==> config.mk <==
export PLATFORM = sky130hd
export DESIGN_NAME = gbsha_fir_driver
export DESIGN_NICKNAME = d
export VERILOG_FILES = /design/src/rtl/gbsha_fir_driver.sv
export SDC_FILE = /design/constraint.sdc
export NUM_CORES = 1
export LEC_CHECK = 0
export CELL_PAD_IN_SITES_DETAIL_PLACEMENT = 1
export CELL_PAD_IN_SITES_GLOBAL_PLACEMENT = 2
export CORE_UTILIZATION = 35
export DETAILED_ROUTE_END_ITERATION = 10
export PLACE_DENSITY_LB_ADDON = 0.3
export SKIP_CTS_REPAIR_TIMING = 1
export SLEW_MARGIN = 10
export SYNTH_ARGS = -nofsm -noshare
export SYNTH_HDL_FRONTEND = slang
export SYNTH_SLANG_ARGS = --single-unit
export TNS_END_PERCENT = 20
==> constraint.sdc <==
create_clock -name clk -period 2.2 [get_ports clk]
set_clock_uncertainty 0.05 [all_clocks]
set_input_delay 0.33 -clock clk [delete_from_list [all_inputs] [get_ports clk]]
set_output_delay 0.33 -clock clk [all_outputs]
set_load 0.03 [all_outputs]
==> src/rtl/gbsha_fir_driver.sv <==
// Drives a 2-tap FIR through its reset/word pins: clear, load c1 then c0, stream
// buffered samples (bubbles on underflow), then flush the delay line.
module gbsha_fir_driver #(
  parameter int BW_in      = 6,
  parameter int FIFO_DEPTH = 4
) (
  input  logic             clk,
  input  logic             reset_n,
  input  logic             start,
  input  logic [BW_in-1:0] cfg_c0,
  input  logic [BW_in-1:0] cfg_c1,
  input  logic [7:0]       cfg_len,
  input  logic             s_valid,
  input  logic [BW_in-1:0] s_data,
  output logic             s_ready,
  output logic             fir_reset,
  output logic [BW_in-1:0] fir_x,
  output logic             busy,
  output logic             done,
  output logic [7:0]       underflow_cnt
);

  localparam int AW = $clog2(FIFO_DEPTH);

  typedef enum logic [2:0] {
    IDLE   = 3'd0,
    RST    = 3'd1,
    LOAD1  = 3'd2,
    LOAD0  = 3'd3,
    STREAM = 3'd4,
    DRAIN  = 3'd5
  } state_t;

  state_t           state;
  logic [BW_in-1:0] c0_q;
  logic [BW_in-1:0] c1_q;
  logic [7:0]       len_q;
  logic [7:0]       smp_cnt;
  logic             drain_cnt;

  // Sample buffer; the extra pointer bit separates full from empty.
  logic [BW_in-1:0] mem [FIFO_DEPTH];
  logic [AW:0]      wr_ptr;
  logic [AW:0]      rd_ptr;
  logic             empty;
  logic             full;
  logic             push;
  logic             pop_req;
  logic             pop;

  assign empty   = (wr_ptr == rd_ptr);
  assign full    = (wr_ptr[AW] != rd_ptr[AW]) && (wr_ptr[AW-1:0] == rd_ptr[AW-1:0]);
  assign s_ready = !full;
  assign push    = s_valid && s_ready;

  // A word is due at the coming edge whenever the next state is STREAM.
  assign pop_req = ((state == LOAD0) && (len_q != 8'd0)) ||
                   ((state == STREAM) && (smp_cnt != len_q));
  assign pop     = pop_req && !empty;
  assign busy    = (state != IDLE);

  always_ff @(posedge clk) begin
    if (push) begin
      mem[wr_ptr[AW-1:0]] <= s_data;
    end
  end

  always_ff @(posedge clk) begin
    if (!reset_n) begin
      wr_ptr <= '0;
      rd_ptr <= '0;
    end else begin
      if (push) wr_ptr <= wr_ptr + 1'b1;
      if (pop)  rd_ptr <= rd_ptr + 1'b1;
    end
  end

  // Outputs are loaded with the values of the state being entered.
  always_ff @(posedge clk) begin
    if (!reset_n) begin
      state         <= IDLE;
      fir_reset     <= 1'b1;
      fir_x         <= '0;
      done          <= 1'b0;
      underflow_cnt <= 8'd0;
      c0_q          <= '0;
      c1_q          <= '0;
      len_q         <= 8'd0;
      smp_cnt       <= 8'd0;
      drain_cnt     <= 1'b0;
    end else begin
      done <= 1'b0;
      case (state)
        IDLE: begin
          fir_reset <= 1'b1;
          fir_x     <= '0;
          if (start) begin
            c0_q          <= cfg_c0;
            c1_q          <= cfg_c1;
            len_q         <= cfg_len;
            underflow_cnt <= 8'd0;
            state         <= RST;
          end
        end
        RST: begin
          state     <= LOAD1;
          fir_reset <= 1'b0;
          fir_x     <= c1_q;
        end
        LOAD1: begin
          state   <= LOAD0;
          fir_x   <= c0_q;
          smp_cnt <= 8'd0;
        end
        LOAD0, STREAM: begin
          if (pop_req) begin
            state   <= STREAM;
            smp_cnt <= smp_cnt + 8'd1;
            if (empty) begin
              fir_x <= '0;
              if (underflow_cnt != 8'hFF) underflow_cnt <= underflow_cnt + 8'd1;
            end else begin
              fir_x <= mem[rd_ptr[AW-1:0]];
            end
          end else begin
            state     <= DRAIN;
            fir_x     <= '0;
            drain_cnt <= 1'b0;
          end
        end
        DRAIN: begin
          fir_x <= '0;
          if (drain_cnt) begin
            state     <= IDLE;
            fir_reset <= 1'b1;
            done      <= 1'b1;
          end else begin
            drain_cnt <= 1'b1;
          end
        end
        default: begin
          state     <= IDLE;
          fir_reset <= 1'b1;
          fir_x     <= '0;
        end
      endcase
    end
  end

endmodule
== After elaboration in Yosys (flattened, before gate mapping) ==
Memories as Yosys holds them, arrays and structs flattened. A register that Yosys moved wholly into a read port is not among the register bits.
Cells that the tools add are included.

* Add/sub/neg operators: 4
* Multiply operators: 0
* Divide/modulo/power cells: 0
* $lt $le $gt $ge: 0
* Equal/unequal tests: 16
* Shift-type cells: 0
* Mux-type cells: 23
* Bitwise operators: 1
* Reductions and logical operators: 23

{| class="wikitable"
|+ Operators with widths
! cell !! count
|-
| 8-bit 2-to-1 mux || 5
|-
| 8-bit case mux with 2 select lines || 2
|-
| 6-bit case mux with 3 select lines || 1
|-
| 8-bit by 1-bit adder with 8-bit output (second input constant) || 2
|-
| 3-bit case mux with 5 select lines || 1
|-
| 6-bit 2-to-1 mux || 2
|-
| 2-bit inequality test (second input constant) || 6
|-
| 2-bit AND reduction || 6
|-
| 8-bit inequality test || 1
|-
| 8-bit inequality test (second input constant) || 1
|-
| 8-bit nonzero test || 1
|-
| 3-bit by 1-bit adder with 3-bit output (second input constant) || 2
|-
| 3-bit by 2-bit == test with 1-bit output (second input constant) || 2
|-
| 3-bit == test (second input constant) || 2
|-
| 1-bit 2-to-1 mux || 6
|-
| 3-bit 2-to-1 mux || 2
|-
| 2-bit nonzero test || 3
|-
| 1-bit logical AND || 5
|-
| 5-bit AND reduction || 1
|-
| 2-bit 2-to-1 mux || 2
|-
| 3-bit by 1-bit == test with 1-bit output (second input constant) || 1
|-
| 3-bit == test || 1
|-
| 3-bit zero test || 1
|-
| 1-bit case mux with 3 select lines || 1
|-
| 9 further kinds || 10
|}

* Register bits after elaboration: 54
* Latch bits: 0
* Bits in writable memories: 24
* ROM bits: 0
* Input port bits: 30
* Output and inout port bits: 18
* Memories: 1

{| class="wikitable"
|+ Memories
! name !! depth !! bits a word !! read ports !! clocked after Yosys merged registers in !! wr ports !! line !! RTL
|-
| mem || 4 || 6 || 1 || 1 || 1 || 42 || <nowiki>logic [BW_in-1:0] mem [FIFO_DEPTH];</nowiki>
|}

== Longest topological paths before layout ==
* Depth after elaboration: 6
* Depth in mapped cells: 8

== Worst setup path after synthesis ==
No wires, ideal clock.

* Path type: reg2reg
* Start point: register underflow_cnt[0]
* End point: register underflow_cnt[5]
* Setup time: 70 ps
* Arrival: 1,887 ps
* Required time: 2,080 ps
* Slack: 193 ps
* Cell stages (with the launch flop): 8
* Path buffers: 0
* Path through: dfxtp_1 -> ha_1 -> nand3_1 -> o22ai_1 -> a221o_1 -> or3_1 -> mux2_2 -> a21boi_1

* Longest elaborated chain between the ends: 5

{| class="wikitable"
|+ Ends and longest elaborated chain
! item !! line !! RTL
|-
| start, declared || 20 || <nowiki>output logic [7:0] underflow_cnt</nowiki>
|-
| start signal, assigned || 121 || <nowiki>if (underflow_cnt != 8'hFF) underflow_cnt <= underflow_cnt + 8'd1;</nowiki>
|-
| 8-bit by 1-bit adder with 8-bit output || 121 ||
|-
| 8-bit 2-to-1 mux || 121 ||
|-
| 8-bit 2-to-1 mux || 119 || <nowiki>if (empty) begin</nowiki>
|-
| 8-bit 2-to-1 mux || 116 || <nowiki>if (pop_req) begin</nowiki>
|-
| 8-bit case mux with 2 select lines || 93 || <nowiki>case (state)</nowiki>
|}

Parallel ways exist; a longest one is shown, timed or not. The select of a mux whose other input is x is not followed.
A chain may end at the register's enable or synchronous reset.

== Worst setup path after layout ==
* Start point: register smp_cnt[1]
* End point: register rd_ptr[2]

* Longest elaborated chain between the ends: 4

{| class="wikitable"
|+ Ends and longest elaborated chain
! item !! line !! RTL
|-
| start, declared || 38 || <nowiki>logic [7:0] smp_cnt;</nowiki>
|-
| start signal, assigned || 118 || <nowiki>smp_cnt <= smp_cnt + 8'd1;</nowiki>
|-
| 8-bit inequality test || 58 || <nowiki>((state == STREAM) && (smp_cnt != len_q));</nowiki>
|-
| 1-bit logical AND || 58 ||
|-
| 1-bit logical OR || 57 || <nowiki>assign pop_req = ((state == LOAD0) && (len_q != 8'd0)) ||</nowiki>
|-
| 1-bit logical AND || 59 || <nowiki>assign pop = pop_req && !empty;</nowiki>
|-
| end signal, assigned || 74 || <nowiki>if (pop) rd_ptr <= rd_ptr + 1'b1;</nowiki>
|-
| end, declared || 44 || <nowiki>logic [AW:0] rd_ptr;</nowiki>
|}

Every way passes these cells.

==> metrics <==
Worst slew margin 0.6414; Clk Latency, worst-skew pair 360 ps; distinct cell type count after synthesis 57; Hold Fails Final Rpt 0; H-tree levels 3; Post-Synthesis Net Count 388; crit path time final 2071 ps; maximum VDD drop 0.3390 mV; CP startpoint kind register; CTS sink count 80; outcome complete, no violations; die width 103.4 microns; clock power share 0.315; via/cell ratio 5.088; largest net degree at the start of global routing 59; Fmax 482.9 MHz; asr flop ratio synth 0; fraction of layout cells with a size suffix above 1 0.1217; main flop type after synthesis dfxtp_1; Seq/Total Area, Yosys 0.5118; Int Power 0.002302 W; CORE AREA 9864 sq um; CP Cell Sequence xor2_1 > nor4_1 > a21oi_2 > buf_4 > or2_1 > nand3_1 > mux2i_1; cell taking the most area after synthesis dfxtp_1; initial DRC count 67; Max stage delay cell, worst path nor4_1; critical path type reg2reg; GR Util All Layers 0.1666; Die Height 103.4 microns; Setup crit end kind register; Final nets 443; area of the multi-input gates 1670 sq um; vias in the first global route 2757; Root Driver clkbuf_8; flop2flop setup slack 130 ps; Worst-Margin Slew 535.9 ps; first-pass GRT wire length 13.45 mm; Synth top area share 0.3115; Worst Path Required 2440 ps; Cell Area, Synth 3598 sq um; WL per Instance 15.20 microns; Ports 48; initial core utilization 0.3648; worst hold endpoint c0_q[2]; setup ws final 129.0 ps; Final Setup Violations 0; routed wire length 8.269 mm; Final ANT Viol Nets 0; reg-to-reg endpoint rd_ptr[2]; Hold Crit Class reg2reg; CTS tree built; clock transition at the registers of the reported paths 90 ps; Sw Pwr 0.001006 W; area of the die 10690 sq um; Lkg Pwr 1.680 nW; most common cell after layout, fill and taps aside nand2_1; GRT overflow 0; Syn Area/Cell 10.25 sq um; most frequent cells in the layout 56 x nand2_1, 53 x dfxtp_1, 46 x clkdlybuf4s50_1; Setup crit start smp_cnt[1]; Place WS 68.10 ps; initial antenna violation count 0; placed wire-length estimate 5.910 mm; unrepaired setup endpoints after global routing false; period utilization 0.9414; Seq pwr share 0.506; CTS buffer count 9; Synth Instances 351; gp weighted congestion 0.7636; CTS Buffer Depth 2; Antenna diodes 0; WHS Path Cells 2; crit path max fanout 8; Logic pwr share 0.180; PD cells 737.8 nW/um^2; max-slew violations 0; Detailed Routing Iterations Pass 1 4; HP Start c0_q[2]; count of flip-flops with a built-in enable after synthesis 24; WP data arrival 2310 ps; Storage cell area 1846 sq um; Syn-to-layout area delta 24.62%; detailed-route via count 2768; sw frac 0.3042; YS warnings 0; max-cap violations 0; FP Rows 36; worst reg2reg path startpoint smp_cnt[1]; CP max stage delay 430 ps; FF-to-FF path depth 7; Yosys reg bits 80; hold slack 418.9 ps; FILL cells 1102; ranking of synthesized cells by area dfxtp_1 31%, edfxtp_1 20%, nand2_1 5.8%; IO Port Bufs 47; DR DRC count 0
-- metrics by stage --
step	setup TNS [ps]	util	instance area, sq um	cells	power (W)
6_report	0	0.4546	4484	544	0.003309
3_5_place_dp	0	0.4334	4275	528	0.002299
5_1_grt	0	0.4546	4484	544	0.003484
4_1_cts	-46.50	0.4522	4461	544	0.003336
3_3_place_gp	0	0.4334	4275	528	0.002286
2_1_floorplan	0	-	3598	351	0.002059
-- cell families (layout without fill, tap and decap cells) --
family	after synthesis	after routing	synth area share
AND/OR/NAND/NOR	134	134	0.1822
buffers and inverters	24	84	0.02886
AO/OA/AOI/OAI	78	78	0.1603
XOR/XNOR	19	19	0.04624
adder cells (fa/ha/maj)	7	7	0.02434
flip-flops	80	80	0.5118
multiplexers	9	9	0.04624
-- worst max-delay path by stage --
stage	end	cells after the start	slack [ps]
CTS	busy	3	-30
finish	rd_ptr[2]	7	130
floorplan	underflow_cnt[5]	7	190
global route	underflow_cnt[5]	6	7
global placement	underflow_cnt[5]	7	110
detailed placement	underflow_cnt[5]	6	70
-- per-layer routing --
metal	GRT usage	wire length [microns]	share of wire
met3	0.03495	296	0.036
met5	0	0	0
met1	0.2227	3959	0.48
met2	0.2695	3918	0.47
met4	0.05417	95	0.011
-- registers in the layout, indices dropped and copies added, names as in the netlist, named ones only --
name and flops:
drain_cnt 1, fir_reset 1, c1_q 6, mem 24, done 1, smp_cnt 8, fir_x 6, state 3
c0_q 6, len_q 8, underflow_cnt 8, wr_ptr 3, rd_ptr 3
-- Yosys cell counts, drive strengths merged, types with 3 or more instances --
cell type	n
a21boi	22
a21oi	6
a22oi	7
and2	6
and3	9
buf	4
clkbuf	13
dfxtp	56
edfxtp	24
ha	7
inv	7
mux4	6
nand2	57
nand2b	5
nand3	10
nand3b	3
nand4	3
nor2	21
nor2b	6
o2111ai	3
o211ai	5
o21ai	11
o22ai	9
xnor2	6
xor2	13
-- power groups by stage --
stage                     clock network (W)  registers (W)  logic, W
after detailed placement                  0        0.00170  0.000595
final                               0.00104        0.00167  0.000594
after CTS                           0.00107        0.00167  0.000600
after floorplan                           0        0.00169  0.000369
after global routing                0.00114        0.00168  0.000661
after global placement                    0        0.00170  0.000588
-- cell type report --
class                   count  area share
flip-flops and latches     80      0.4116
multi-input cells         247      0.3725
repair buffers             61      0.1317
well taps                 133     0.03711
clock buffers               9     0.02762
clock inverters             7     0.01367
inverters                   7    0.005859
-- critical path: cells and delay by family, from the launching register on --
kind | cells | cell delay (ps)
buffers and inverters | 1 | 180
DFF | 1 | 370
AOI/OAI and AO/OA | 1 | 110
xor gates and xnor gates | 1 | 180
muxes | 1 | 180
and+or+nand+nor | 3 | 930
Note: power is estimated with default switching activity, not from simulation.
